[src/rtl/alu_pkg.sv]
// Shared ALU constants: operand width, iteration counter width, MUL FSM states.
// Used by the shift-add multiplier and its datapath step.
package alu_pkg;
  localparam int WIDTH = 32;
  localparam int CNT_W = 6;

  localparam logic [1:0] S_IDLE = 2'd0;
  localparam logic [1:0] S_RUN  = 2'd1;
  localparam logic [1:0] S_DONE = 2'd2;
endpackage

[src/rtl/mul_step.sv]
// One shift-add iteration: conditionally add M to the upper half,
// then shift the 65-bit {carry, acc_hi, mlo} right by one.
module mul_step
  import alu_pkg::*;
(
  input  logic [WIDTH-1:0] i_acc_hi,
  input  logic [WIDTH-1:0] i_mlo,
  input  logic [WIDTH-1:0] i_m,
  output logic [WIDTH-1:0] o_acc_hi,
  output logic [WIDTH-1:0] o_mlo
);

  logic [WIDTH:0] w_sum;

  assign w_sum = {1'b0, i_acc_hi}
               + (i_mlo[0] ? {1'b0, i_m} : '0);

  // carry lands in bit 63, the consumed multiplier bit falls off
  assign {o_acc_hi, o_mlo} = {w_sum, i_mlo[WIDTH-1:1]};

endmodule

[src/rtl/shift_add_multiplier.sv]
// Sequential unsigned 32x32->64 shift-add multiplier with busy/done.
// Define MUL_EARLY_EXIT_EN to finish as soon as the remaining multiplier bits are zero.
module shift_add_multiplier
  import alu_pkg::*;
(
  input  logic             clock,
  input  logic             reset,
  input  logic             start,
  input  logic [WIDTH-1:0] a,
  input  logic [WIDTH-1:0] b,
  output logic             busy,
  output logic             done,
  output logic [WIDTH-1:0] p_hi,
  output logic [WIDTH-1:0] p_lo
);

  logic [1:0]         r_state;
  logic [1:0]         w_next;
  logic [2*WIDTH-1:0] r_p;
  logic [WIDTH-1:0]   r_m;
  logic [CNT_W-1:0]   r_cnt;
  logic [WIDTH-1:0]   w_step_hi;
  logic [WIDTH-1:0]   w_step_lo;
  logic               w_last;
  logic               w_exit;
  logic [2*WIDTH-1:0] w_shifted;

  mul_step u_step (
    .i_acc_hi (r_p[2*WIDTH-1:WIDTH]),
    .i_mlo    (r_p[WIDTH-1:0]),
    .i_m      (r_m),
    .o_acc_hi (w_step_hi),
    .o_mlo    (w_step_lo)
  );

  assign w_last = (r_cnt == CNT_W'(WIDTH - 1));

`ifdef MUL_EARLY_EXIT_EN
  logic [CNT_W-1:0] w_sh;
  logic [WIDTH-1:0] w_mask;

  // low (WIDTH-count) bits of P are the multiplier bits not yet consumed
  assign w_sh      = CNT_W'(WIDTH) - r_cnt;
  assign w_mask    = ~({WIDTH{1'b1}} << w_sh);
  assign w_exit    = ((r_p[WIDTH-1:0] & w_mask) == '0);
  assign w_shifted = r_p >> w_sh;
`else
  assign w_exit    = 1'b0;
  assign w_shifted = r_p;
`endif

  always_ff @(posedge clock or posedge reset) begin
    if (reset) begin
      r_state <= S_IDLE;
    end else begin
      r_state <= w_next;
    end
  end

  always_comb begin
    w_next = r_state;
    if (start) begin
      w_next = S_RUN;
    end else begin
      case (r_state)
        S_RUN:   if (w_exit || w_last) w_next = S_DONE;
        default: w_next = r_state;
      endcase
    end
  end

  always_comb begin
    busy = (r_state == S_RUN);
    done = (r_state == S_DONE);
  end

  always_ff @(posedge clock or posedge reset) begin
    if (reset) begin
      r_p   <= '0;
      r_m   <= '0;
      r_cnt <= '0;
    end else if (start) begin
      r_m   <= a;
      r_p   <= {{WIDTH{1'b0}}, b};
      r_cnt <= '0;
    end else if (r_state == S_RUN) begin
      if (w_exit) begin
        r_p   <= w_shifted;
        r_cnt <= CNT_W'(WIDTH);
      end else begin
        r_p   <= {w_step_hi, w_step_lo};
        r_cnt <= r_cnt + 1'b1;
      end
    end
  end

  assign p_hi = r_p[2*WIDTH-1:WIDTH];
  assign p_lo = r_p[WIDTH-1:0];

endmodule

[config.mk]
export PLATFORM = sky130hd
export DESIGN_NAME = shift_add_multiplier
export DESIGN_NICKNAME = d
export VERILOG_FILES = /design/src/rtl/alu_pkg.sv /design/src/rtl/mul_step.sv /design/src/rtl/shift_add_multiplier.sv
export SDC_FILE = /design/constraint.sdc
export NUM_CORES = 1
export LEC_CHECK = 0
export ABC_AREA = 1
export BUFFER_PORTS_ARGS = -buffer_cell sky130_fd_sc_hd__clkbuf_2
export CAP_MARGIN = 20
export CORE_ASPECT_RATIO = 1.5
export CORE_MARGIN = 5
export CORE_UTILIZATION = 35
export DETAILED_ROUTE_END_ITERATION = 8
export PLACE_DENSITY = 0.56
export RECOVER_POWER = 50
export SKIP_LAST_GASP = 1
export SLEW_MARGIN = 20
export SYNTH_ARGS = -nofsm -noshare
export SYNTH_HDL_FRONTEND = slang
export SYNTH_HIERARCHICAL = 1
export SYNTH_SLANG_ARGS = --single-unit
[constraint.sdc]
create_clock -name clock -period 3.05 [get_ports clock]
set_input_delay 0.4575 -clock clock [delete_from_list [all_inputs] [get_ports clock]]
set_output_delay 0.4575 -clock clock [all_outputs]
set_load 0.1 [all_outputs]
# == After elaboration in Yosys (flattened, before gate mapping) ==
# Cells that the tools add are included.
# word_totals
elab_cells,20
reg_bits,104
out_inout_bits,66
input_bits,67
# classes
n_mux,8
add_sub_neg,2
n_reduce_logical,3
n_eq_ne,3
# op_table
op,count
$mux 64,2
$add 32x33->33,1
$mux 32,1
$mux 6,2
$add 6x1->6 const B,1
$eq 6x5->1 const B,1
$mux 2,3
$reduce_bool 2->1,2
$eq 2x1->1 const B,1
$eq 2x2->1 const B,1
$reduce_and 2->1,1

# == Longest topological paths before layout ==
# depth
ltp_word,4
mapped_depth,16
ltp_nobuf,16

# == By module ==
# The synthesis kept the hierarchy.
# modules_own_cells
mod,seq_area_each_um2,n_inst,cells_per_inst,area_each_um2
shift_add_multiplier,2602.5,1,498,4409.2
mul_step,0.0,1,603,2870.3

# == Worst setup path before layout ==
# OpenSTA, ideal clock, no wires.
# synth_path
path_kind,register -> register
startpoint,register r_p[0]
endpoint,register r_p[60]
t_arrival_ps,2536
t_required_ps,2914
path_slack_ps,378
stages_incl_launch_ff,16
period_less_slack_ps,2672
n_path_buf,1
setup_ps,136
path_cell_list,dfrtp_1 -> clkbuf_1 -> nand2_1 -> inv_1 -> ha_1 -> or2_1 -> nand3_1 -> nand2_1 -> nand2_1 -> nand2_1 -> nand2_1 -> nand2_1 -> nand2_1 -> nand2_1 -> nand2_1 -> a21oi_1
# synth_between
elab_chain_len,4
# synth_lines
item,line_no,source
"start, declared",shift_add_multiplier.sv:19,logic [2*WIDTH-1:0] r_p;
"start signal, assigned",shift_add_multiplier.sv:84,"r_p <= {{WIDTH{1'b0}}, b};"
"start signal, assigned",shift_add_multiplier.sv:88,r_p <= w_shifted;
"start signal, assigned",shift_add_multiplier.sv:91,"r_p <= {w_step_hi, w_step_lo};"
$mux 32,mul_step.sv:16,"+ (i_mlo[0] ? {1'b0, i_m} : '0);"
$add 32x33->33,mul_step.sv:16,
named net w_step_hi[28],shift_add_multiplier.sv:22,logic [WIDTH-1:0] w_step_hi;
$mux 64,shift_add_multiplier.sv:86,end else if (r_state == S_RUN) begin
$mux 64,shift_add_multiplier.sv:82,end else if (start) begin
# The timed path passes the listed nets, and every way through them passes these cells. The select of a mux whose other input is x is not followed.
# A chain may end at the register's enable or synchronous reset.

# == Worst setup path after layout ==
# layout_path
startpoint,register r_p[0]
endpoint,register r_p[63]
# Same word-level chain as after synthesis.

==> qor.yml <==
syn_area_sq_um: 7279
slew_viol_final: 39
crit_slowest_cell: "fa_1"
ys_ff_latch: 104
io_buffers: 132
cts_hold_buffers: 0
crit_family: "simple AND/OR/NAND/NOR gates"
antenna_cells: 0
drtAntennaViolNets: 0
dp_slack_ns: 0.6444
crit_path_start_kind: "flop"
grt_pass1_vias: 6935
setup_violations: 0
clk_path_buf_depth: 2
grt_pass1_wl_um: 34510
route.detailed.drc: 0
slew_headroom_pct: -16.34
post_cts_resized: 0
clk_latency_ns: 0.35
initial_core_util_pct: 35.65
p_leak_nw: 4.889
powerDensity_nw_per_um2: 640.9
die-width_um: 127.8
arrival_ns: 2.65
cts.sinks: 104
dieArea_sq_um: 23840
cts.htree.levels: 3
worst-path-buf-inv: 2
postSynthCellCount: 1101
drt_pass1_iterations: 5
max_freq_mhz: 407.3
regArea_sq_um: 2603
crit_chain: "buf_4 -> nand2_1 -> inv_1 -> ha_1 -> fa_1 -> nand3_1 -> nand3_1 -> nand2_1 -> nand2_2 -> nand3_1 -> nand3_1 -> nand2_1 -> nand2_1 -> nand2_1 -> a21oi_1"
die_y_um: 186.6
antenna_found_initial: 1
syn_nets: 1202
synthToLayoutAreaGrowth_pct: 12.93
hold_viol_final: 0
path_max_fanout: 16
cts_buffers: 9
rows: 64
multi_input_area_sq_um: 3655
status: "complete, but fails checks"
grt_max_degree: 66
ys_types: 30
dpl.hpwl_um: 15540
cts_tree: "done"
num-fill-cells: 2226
cts.clk_slew.worst_paths_ns: 0.08
nets: 1289
path_common_cell: "nand2_1"
setup.worst_path.end_class: "flop"
finalNonFillerCells: 1456
seq_area_frac_synth_pct: 35.75
yosysWarnings: 6
rsz0062_at_grt: "no"
hp-class: "in -> reg"
fin_ws_ns: 0.5948
fin_tns_setup_ns: 0
gp_congestion: 0.9086
fin_skew_ns: 0.006197
ir_drop_v: 0.0003697
io_pins: 133
timing.hold.ws_ns: 0.2995
fin_crit_sh_pct: 80.50
dpl.cell_count: 1441
wl_per_cell_um: 14.17
vias: 6748
totalWireLength_um: 20630
fin_crit_ns: 2.455
track_usage_pct: 17.80
worst_pin_slew_ns: 1.736
grt-ovfl-total: 0
critical_path_class: "reg -> reg"
layout_common_cells: "nand2_1 (431), inv_1 (152), clkbuf_2 (133)"
drt_iter0_drc: 325
mostFrequentLayoutCell: "nand2_1"
cts_setup_buffers: 0
cap_violations: 1
core_sq_um: 20420
cts_root_buf: "clkbuf_16"
p_total_mw: 5.269
drive_above_1_share_pct: 15.69
max_stage_delay_ns: 0.46
avgSynthCellArea_sq_um: 6.612
crit_required_ns: 3.24
via_per_inst: 4.635
violations: "max-capacitance violations, max-slew violations"
[layer usage]
metal / share of wire [%] / GRT usage [%]
met1: 41 / 20.48
met2: 50 / 31.50
met3: 5.0 / 4.205
met4: 3.4 / 6.822
met5: 0.063 / 0
[worst min-delay path: cells and delay by family]
family | cells | cell delay, ns
AND/OR/NAND/NOR | 2 | 0.09
buffers and inverters | 1 | 0.07
[power breakdown]
part,switching (mW),internal [mW]
Combinational,1.77,0.510
Clock,0.559,0.726
Sequential,0.155,1.55
Total,2.48,2.79
[registers in the layout (all words and copies together), names as in the netlist]
register / flops
r_m: 32
r_cnt: 6
r_p: 64
r_state: 2
[logic make-up after synthesis]
logic type      share of synthesized area [%]
flops                                   35.75
buf+inv                                 14.04
xor+xnor                                1.805
fa+ha+maj                               5.947
compound gates                          4.263
simple gates                            38.19
[path summary, 6_finish.rpt]
| check | startpoint | end | slack, ns | depth (start not counted) |
|---|---|---|---|---|
| worst max-delay path | r_p[0]$_DFFE_PP0P_ | r_p[63]$_DFFE_PP0P_ | 0.59 | 15 |
| worst min-delay path | a[2] | r_m[2]$_DFFE_PP0P_ | 0.30 | 3 |
| worst max register to register | r_p[0]$_DFFE_PP0P_ | r_p[63]$_DFFE_PP0P_ | 0.59 | 15 |
| worst min register to register | r_m[1]$_DFFE_PP0P_ | r_m[1]$_DFFE_PP0P_ | 0.47 | 2 |
| max in group asynchronous | reset | r_p[4]$_DFFE_PP0P_ | 0.77 | 3 |
| min in group asynchronous | reset | r_p[23]$_DFFE_PP0P_ | 0.50 | 2 |
[metrics by stage]
step	utilization [%]	cell area, sq um
3_5_place_dp	38.85	7933
5_1_grt	40.26	8220
3_3_place_gp	38.85	7933
4_1_cts	40.39	8248
2_1_floorplan	-	7283
6_report	40.26	8220
[synth_stat cells]
cell | number | share of area [%]
inv_1 | 153 | 7.9
or2_1 | 1 | 0.086
o21bai_1 | 1 | 0.10
nand2_2 | 8 | 0.69
nand3_2 | 1 | 0.14
buf_6 | 6 | 0.93
xor2_1 | 14 | 1.7
inv_2 | 3 | 0.15
nand3_1 | 33 | 2.3
nor2_1 | 111 | 5.7
or2_2 | 1 | 0.086
buf_2 | 13 | 0.89
nand3b_1 | 1 | 0.10
nor2_4 | 1 | 0.15
fa_1 | 1 | 0.28
nand4_1 | 5 | 0.43
nor2_2 | 2 | 0.17
buf_4 | 35 | 3.6
dfrtp_1 | 104 | 36
a21oi_1 | 55 | 3.8
o21ai_1 | 1 | 0.069
clkbuf_1 | 11 | 0.57
o21ai_0 | 3 | 0.21
nor3_1 | 52 | 3.6
nand2_1 | 431 | 22
ha_1 | 33 | 5.7
a21o_1 | 1 | 0.10
nor3b_1 | 2 | 0.21
xnor2_1 | 1 | 0.12
nor3_2 | 17 | 2.3
[cell type report]
cell class	count	area share, %
timing repair buffer	141	8.889
sequential	104	31.66
multi-input combinational	776	44.46
clock inverter	5	1.050
clock buffer	10	2.785
tap	264	4.018
inverter	156	7.139
Note: power is estimated with default switching activity, not from simulation.
